===== config.mk =====
export PLATFORM = sky130hd
export DESIGN_NAME = delay_share_ctrl
export DESIGN_NICKNAME = d
export VERILOG_FILES = /design/src/rtl/delay_share_ctrl.sv
export SDC_FILE = /design/constraint.sdc
export NUM_CORES = 1
export LEC_CHECK = 0
export BUFFER_PORTS_ARGS = -buffer_cell sky130_fd_sc_hd__buf_2
export CAP_MARGIN = 5
export CORE_UTILIZATION = 55
export DETAILED_ROUTE_END_ITERATION = 10
export PLACE_DENSITY = 0.79
export RECOVER_POWER = 100
export SLEW_MARGIN = 20
export SYNTH_ARGS = -nofsm -noshare
export SYNTH_HDL_FRONTEND = slang
export SYNTH_SLANG_ARGS = --single-unit

===== constraint.sdc =====
create_clock -name clk -period 2.15 [get_ports clk]
set_clock_uncertainty 0.1 [all_clocks]
set_input_delay 0.215 -clock clk [delete_from_list [all_inputs] [get_ports clk]]
set_output_delay 0.215 -clock clk [all_outputs]
set_load 0.05 [all_outputs]

===== src/rtl/delay_share_ctrl.sv =====
`default_nettype none
// ============================================================================
// Module   : delay_share_ctrl
// Purpose  : Round-robin time-sharing of one matched delay line among N
//            four-phase requesters, with latency measurement and timeout.
// Revision : 1.0
// ============================================================================
module delay_share_ctrl #(
   parameter int N    = 4,
   parameter int SYNC = 2,
   parameter int TW   = 8,
   parameter int TMO  = 200
) (
   input  logic                 clk,
   input  logic                 rst,
   input  logic [N-1:0]         req,
   output logic [N-1:0]         ack,
   output logic                 dly_i,
   input  logic                 dly_o,
   output logic                 busy,
   output logic [$clog2(N)-1:0] gnt_id,
   output logic [TW-1:0]        lat,
   output logic                 err,
   input  logic                 clr_err
);

   localparam int                c_IW   = $clog2(N);
   localparam logic [c_IW:0]     c_N    = (c_IW+1)'(N);
   localparam logic [c_IW-1:0]   c_LAST = c_IW'(N-1);
   localparam logic [N-1:0]      c_ONE  = N'(1);
   localparam logic [TW-1:0]     c_TMO  = TW'(TMO);

   typedef enum logic [1:0] {
      S_IDLE   = 2'd0,
      S_LAUNCH = 2'd1,
      S_ACKED  = 2'd2,
      S_RTZ    = 2'd3
   } state_t;

   state_t             r_state, w_state;
   logic [SYNC-1:0]    r_sync;
   logic [N-1:0]       r_ack, w_ack;
   logic               r_dly, w_dly;
   logic [c_IW-1:0]    r_gnt, w_gnt;
   logic [c_IW-1:0]    r_rr, w_rr;
   logic [TW-1:0]      r_lat, w_lat;
   logic [TW-1:0]      r_cnt, w_cnt;
   logic               r_err, w_err;
   logic               w_ds;
   logic               w_found;
   logic [c_IW-1:0]    w_win;
   logic [c_IW-1:0]    w_idx;
   logic [c_IW:0]      w_sum;
   logic [c_IW-1:0]    w_rr_next;

   // Only the synchronized return w_ds is ever looked at by the FSM.
   always_ff @(posedge clk or negedge rst) begin
      if (!rst) r_sync <= '0;
      else      r_sync <= {r_sync[SYNC-2:0], dly_o};
   end
   assign w_ds = r_sync[SYNC-1];

   // Round-robin search starting at the pointer, wrapping at N-1.
   always_comb begin
      w_found = 1'b0;
      w_win   = '0;
      w_sum   = '0;
      w_idx   = '0;
      for (int i = 0; i < N; i++) begin
         w_sum = {1'b0, r_rr} + (c_IW+1)'(i);
         w_idx = (w_sum >= c_N) ? c_IW'(w_sum - c_N) : w_sum[c_IW-1:0];
         if (!w_found && req[w_idx]) begin
            w_found = 1'b1;
            w_win   = w_idx;
         end
      end
   end

   assign w_rr_next = (r_gnt == c_LAST) ? '0 : r_gnt + 1'b1;

   always_comb begin
      w_state = r_state;
      w_ack   = r_ack;
      w_dly   = r_dly;
      w_gnt   = r_gnt;
      w_rr    = r_rr;
      w_lat   = r_lat;
      w_cnt   = r_cnt;
      w_err   = r_err & ~clr_err;
      case (r_state)
         S_IDLE: begin
            if (w_found && !w_ds) begin
               w_gnt   = w_win;
               w_dly   = 1'b1;
               w_cnt   = '0;
               w_state = S_LAUNCH;
            end
         end
         S_LAUNCH: begin
            w_cnt = r_cnt + 1'b1;
            if (w_ds) begin
               w_ack   = c_ONE << r_gnt;
               w_lat   = r_cnt;
               w_state = S_ACKED;
            end else if (r_cnt == c_TMO) begin
               // Fail open so the requester's handshake can still finish.
               w_err   = 1'b1;
               w_ack   = c_ONE << r_gnt;
               w_lat   = '1;
               w_state = S_ACKED;
            end
         end
         S_ACKED: begin
            if (!req[r_gnt]) begin
               w_ack   = '0;
               w_dly   = 1'b0;
               w_cnt   = '0;
               w_state = S_RTZ;
            end
         end
         S_RTZ: begin
            w_cnt = r_cnt + 1'b1;
            if (!w_ds) begin
               w_rr    = w_rr_next;
               w_state = S_IDLE;
            end else if (r_cnt == c_TMO) begin
               w_err   = 1'b1;
               w_rr    = w_rr_next;
               w_state = S_IDLE;
            end
         end
         default: w_state = S_IDLE;
      endcase
   end

   always_ff @(posedge clk or negedge rst) begin
      if (!rst) begin
         r_state <= S_IDLE;
         r_ack   <= '0;
         r_dly   <= 1'b0;
         r_gnt   <= '0;
         r_rr    <= '0;
         r_lat   <= '0;
         r_cnt   <= '0;
         r_err   <= 1'b0;
      end else begin
         r_state <= w_state;
         r_ack   <= w_ack;
         r_dly   <= w_dly;
         r_gnt   <= w_gnt;
         r_rr    <= w_rr;
         r_lat   <= w_lat;
         r_cnt   <= w_cnt;
         r_err   <= w_err;
      end
   end

   assign ack    = r_ack;
   assign dly_i  = r_dly;
   assign busy   = (r_state != S_IDLE);
   assign gnt_id = r_gnt;
   assign lat    = r_lat;
   assign err    = r_err;

endmodule
`default_nettype wire


==> results.py <==
metrics = {
    "route": {
        "final_antenna_net_count": 0,
        "vias": 1261,
        "routed_wl_mm": 3.232,
        "wl_per_cell_um": 15.61,
        "drt_iter0_drc": 50,
        "drtPass1Iterations": 4,
        "via_per_inst": 6.092,
        "drc_errors": 0,
    },
    "critical_path": {
        "timing.rr.start": "r_cnt[0]$_DFFE_PN0P_",
        "crit_arrival_ns": 2.08,
        "cp_max_fo": 6,
        "cp.required_ns": 2.26,
        "r2r_cells": 6,
        "start_kind": "flop",
        "reg2reg_slack_ns": 0.18,
        "crit_type": "reg -> reg",
        "endpoint_kind": "flop",
        "r2r-end": "r_state[1]$_DFFE_PN0P_",
    },
    "power": {
        "powerDensity_nw_per_um2": 1617,
        "sequentialPowerShare_pct": 32.7,
        "pwr-share-clk_pct": 10.5,
        "irDropWorstVdd_mv": 1.176,
        "comb_power_share_pct": 56.8,
        "p_sw_share_pct": 51.24,
        "p_leak_nw": 0.7933,
        "p_sw_mw": 1.462,
        "internal_power_mw": 1.392,
    },
    "floorplanning": {
        "die_area_um2": 3104,
        "fp-row-count": 19,
        "core_area_um2": 2734,
        "die_h_um": 55.71,
        "initial_core_util_pct": 58.03,
        "die_x_um": 55.71,
        "io_pins": 25,
    },
    "cells_and_area": {
        "seqCellArea_um2": 750.7,
        "final.fill_count": 222,
        "layout_common_cells": "30 x dfrtp_1, 18 x clkbuf_1, 15 x inv_1",
        "drive_above_1_share_pct": 10.80,
        "syn2layout_area_growth_pct": 11.28,
        "nets": 194,
        "final_common_cell": "dfrtp_1",
        "multiInputGateArea_um2": 739.5,
        "n_antenna_cell": 0,
    },
    "timing": {
        "finalCritPeriodShare_pct": 91.66,
        "setup_slack_ns": 0.1793,
        "rsz0062_at_grt": "no",
        "clock.fmax_ghz": 0.5074,
        "finalSetupViolations": 0,
        "worst_pin_slew_ns": 0.7238,
        "slew_headroom_pct": 51.75,
        "slew_violations": 0,
        "holdWs_ns": 0.1570,
        "fin_crit_ns": 1.971,
        "hold_viol_final": 0,
        "tns_ns": 0,
    },
    "synthesis": {
        "ys_top_cells_by_area": "dfrtp_1 47%, ha_1 7.9%, o22a_1 5.0%, mux2i_1 4.4%, inv_1 3.5%",
        "syn-cell-area_um2": 1587,
        "synthMuxAreaShare_pct": 7.256,
        "yosysSeqAreaShare_pct": 47.32,
        "synth_top_family_by_area": "compound AO/OA/AOI/OAI gates",
        "yosys_warnings": 0,
        "synth-xor-area-share_pct": 0,
        "ys.flop_type": "dfrtp_1",
        "ys_types": 39,
        "synth_top_area_cell": "dfrtp_1",
        "synth_top_area_share_pct": 47.32,
        "synth_fa_ha_area_share_pct": 7.886,
        "synth_compound_area_share_pct": 19.32,
        "synth_simple_gate_area_share_pct": 13.01,
        "netlist_instances": 145,
        "syn_area_per_cell_um2": 10.94,
        "synth_edf_count": 0,
        "synth_nets": 163,
        "async_reset_ff_share_pct": 100.0,
        "synth-seq-cells": 30,
    },
    "grt": {
        "grt_usage_pct": 23.00,
        "grt_pass1_vias": 1264,
        "overflow": 0,
        "grt_max_degree": 31,
        "grt_pass1_wl_mm": 5.464,
        "antenna_found_initial": 0,
    },
    "min_path": {
        "whs_path_depth": 3,
        "hp-class": "in -> reg",
        "min_from": "req[0]",
        "holdPathEnd": "gnt_id[1]$_DFFE_PN0P_",
    },
    "clock_tree": {
        "cts_tree": "built",
        "htreeDepth": 2,
        "clk_pin_slew_ns": 0.09,
        "clock-sinks": 30,
        "cts.path.max_buffers": 2,
        "holdBufCountCts": 3,
        "ctsResizeCount": 0,
        "cts_root_buf": "clkbuf_4",
        "numCtsBuffers": 5,
        "postCtsSetupBuffers": 0,
        "clk_latency_ns": 0.33,
    },
    "placement": {
        "port_buffers": 24,
        "place_congestion": 0.8349,
        "place_hpwl_mm": 2.342,
        "dpl_worst_slack_ns": 0.1969,
    },
    "outcome": {
        "status": "completed",
    },
    "run": {
        "maxCapViolCount": 0,
    },
}
==> worst max-delay path by stage <==
stage | startpoint | to | slack, ns | depth (start not counted)
after detailed placement | r_state[0]$_DFFE_PN0P_ | r_cnt[1]$_DFFE_PN0P_ | 0.20 | 6
after global placement | r_state[0]$_DFFE_PN0P_ | r_cnt[1]$_DFFE_PN0P_ | 0.25 | 6
after CTS | r_state[0]$_DFFE_PN0P_ | r_cnt[1]$_DFFE_PN0P_ | 0.18 | 6
after floorplan | gnt_id[1]$_DFFE_PN0P_ | r_cnt[4]$_DFFE_PN0P_ | 0.26 | 6
after global routing | r_cnt[0]$_DFFE_PN0P_ | r_state[1]$_DFFE_PN0P_ | 0.02 | 6
final | r_cnt[0]$_DFFE_PN0P_ | r_state[1]$_DFFE_PN0P_ | 0.18 | 6
==> Yosys cell counts, types with 2 or more instances <==
master	count
nor2_1	6
o21ai_1	2
dfrtp_1	30
ha_1	10
o22a_1	9
mux2_1	3
a21oi_1	2
nand2_1	9
a22o_1	4
a32o_1	5
nor4_1	2
nand3_1	7
nor3_1	2
o22ai_1	2
o21ai_0	3
inv_1	15
o211ai_1	3
clkbuf_1	2
nand3b_1	2
nand2b_1	2
mux2i_1	7
==> power by group through the flow <==
stage | clock, mW | sequential (mW) | combinational, mW
2_1_floorplan | 0 | 1.38 | 0.884
3_3_place_gp | 0 | 0.926 | 1.62
3_5_place_dp | 0 | 0.942 | 1.66
4_1_cts | 0.308 | 0.930 | 1.67
5_1_grt | 0.327 | 0.962 | 1.75
6_report | 0.298 | 0.934 | 1.62
==> sequential cells by signal, summed over array words and instances (netlist names) <==
| name | flops |
|---|---|
| ack | 4 |
| r_rr | 2 |
| r_cnt | 8 |
| r_state | 2 |
| lat | 8 |
| err | 1 |
| r_sync | 2 |
| dly_i | 1 |
| gnt_id | 2 |
==> worst max-delay path, cell delays in order (launching register included) <==
cell      delay [ns]
dfrtp_1         0.41
inv_1           0.10
ha_1            0.15
nand3b_1        0.08
nor4_2          0.43
o211ai_1        0.24
mux2_1          0.35
==> routing by layer <==
layer  routed length, um  global-route usage (%)  vias to the layer above  share of wire [%]
met3                 135                   5.814                        7                4.2
li1                    -                       -                      595                  -
met5                   0                       0                        -                  0
met4                  61                   12.86                        0                1.9
met2                1617                   38.04                       34                 50
met1                1417                   27.33                      625                 44
==> final cells by class <==
| type | instances | area share (%) |
|---|---|---|
| multi-input combinational | 96 | 41.89 |
| sequential | 30 | 42.52 |
| timing repair buffer | 28 | 7.512 |
| inverter | 15 | 3.189 |
| tap | 31 | 2.197 |
| clock buffer | 5 | 2.126 |
| clock inverter | 2 | 0.5670 |
==> through the flow <==
stage	instance area (um^2)	instances	total power, mW	util, %
global placement	1727	197	2.550	63.16
detailed placement	1727	197	2.606	63.16
finish	1765	207	2.854	64.58
floorplan	1587	145	2.260	-
CTS	1804	207	2.909	66.00
global route	1765	207	3.042	64.58
==> cell families (layout without fill, tap and decap cells) <==
| logic type | Yosys count | after routing |
|---|---|---|
| AOI/OAI and AO/OA | 38 | 38 |
| adders and majority gates | 10 | 10 |
| buffers and inverters | 19 | 50 |
| DFF | 30 | 30 |
| muxes | 11 | 11 |
| and+or+nand+nor | 37 | 37 |
Note: power is estimated with default switching activity, not from simulation.
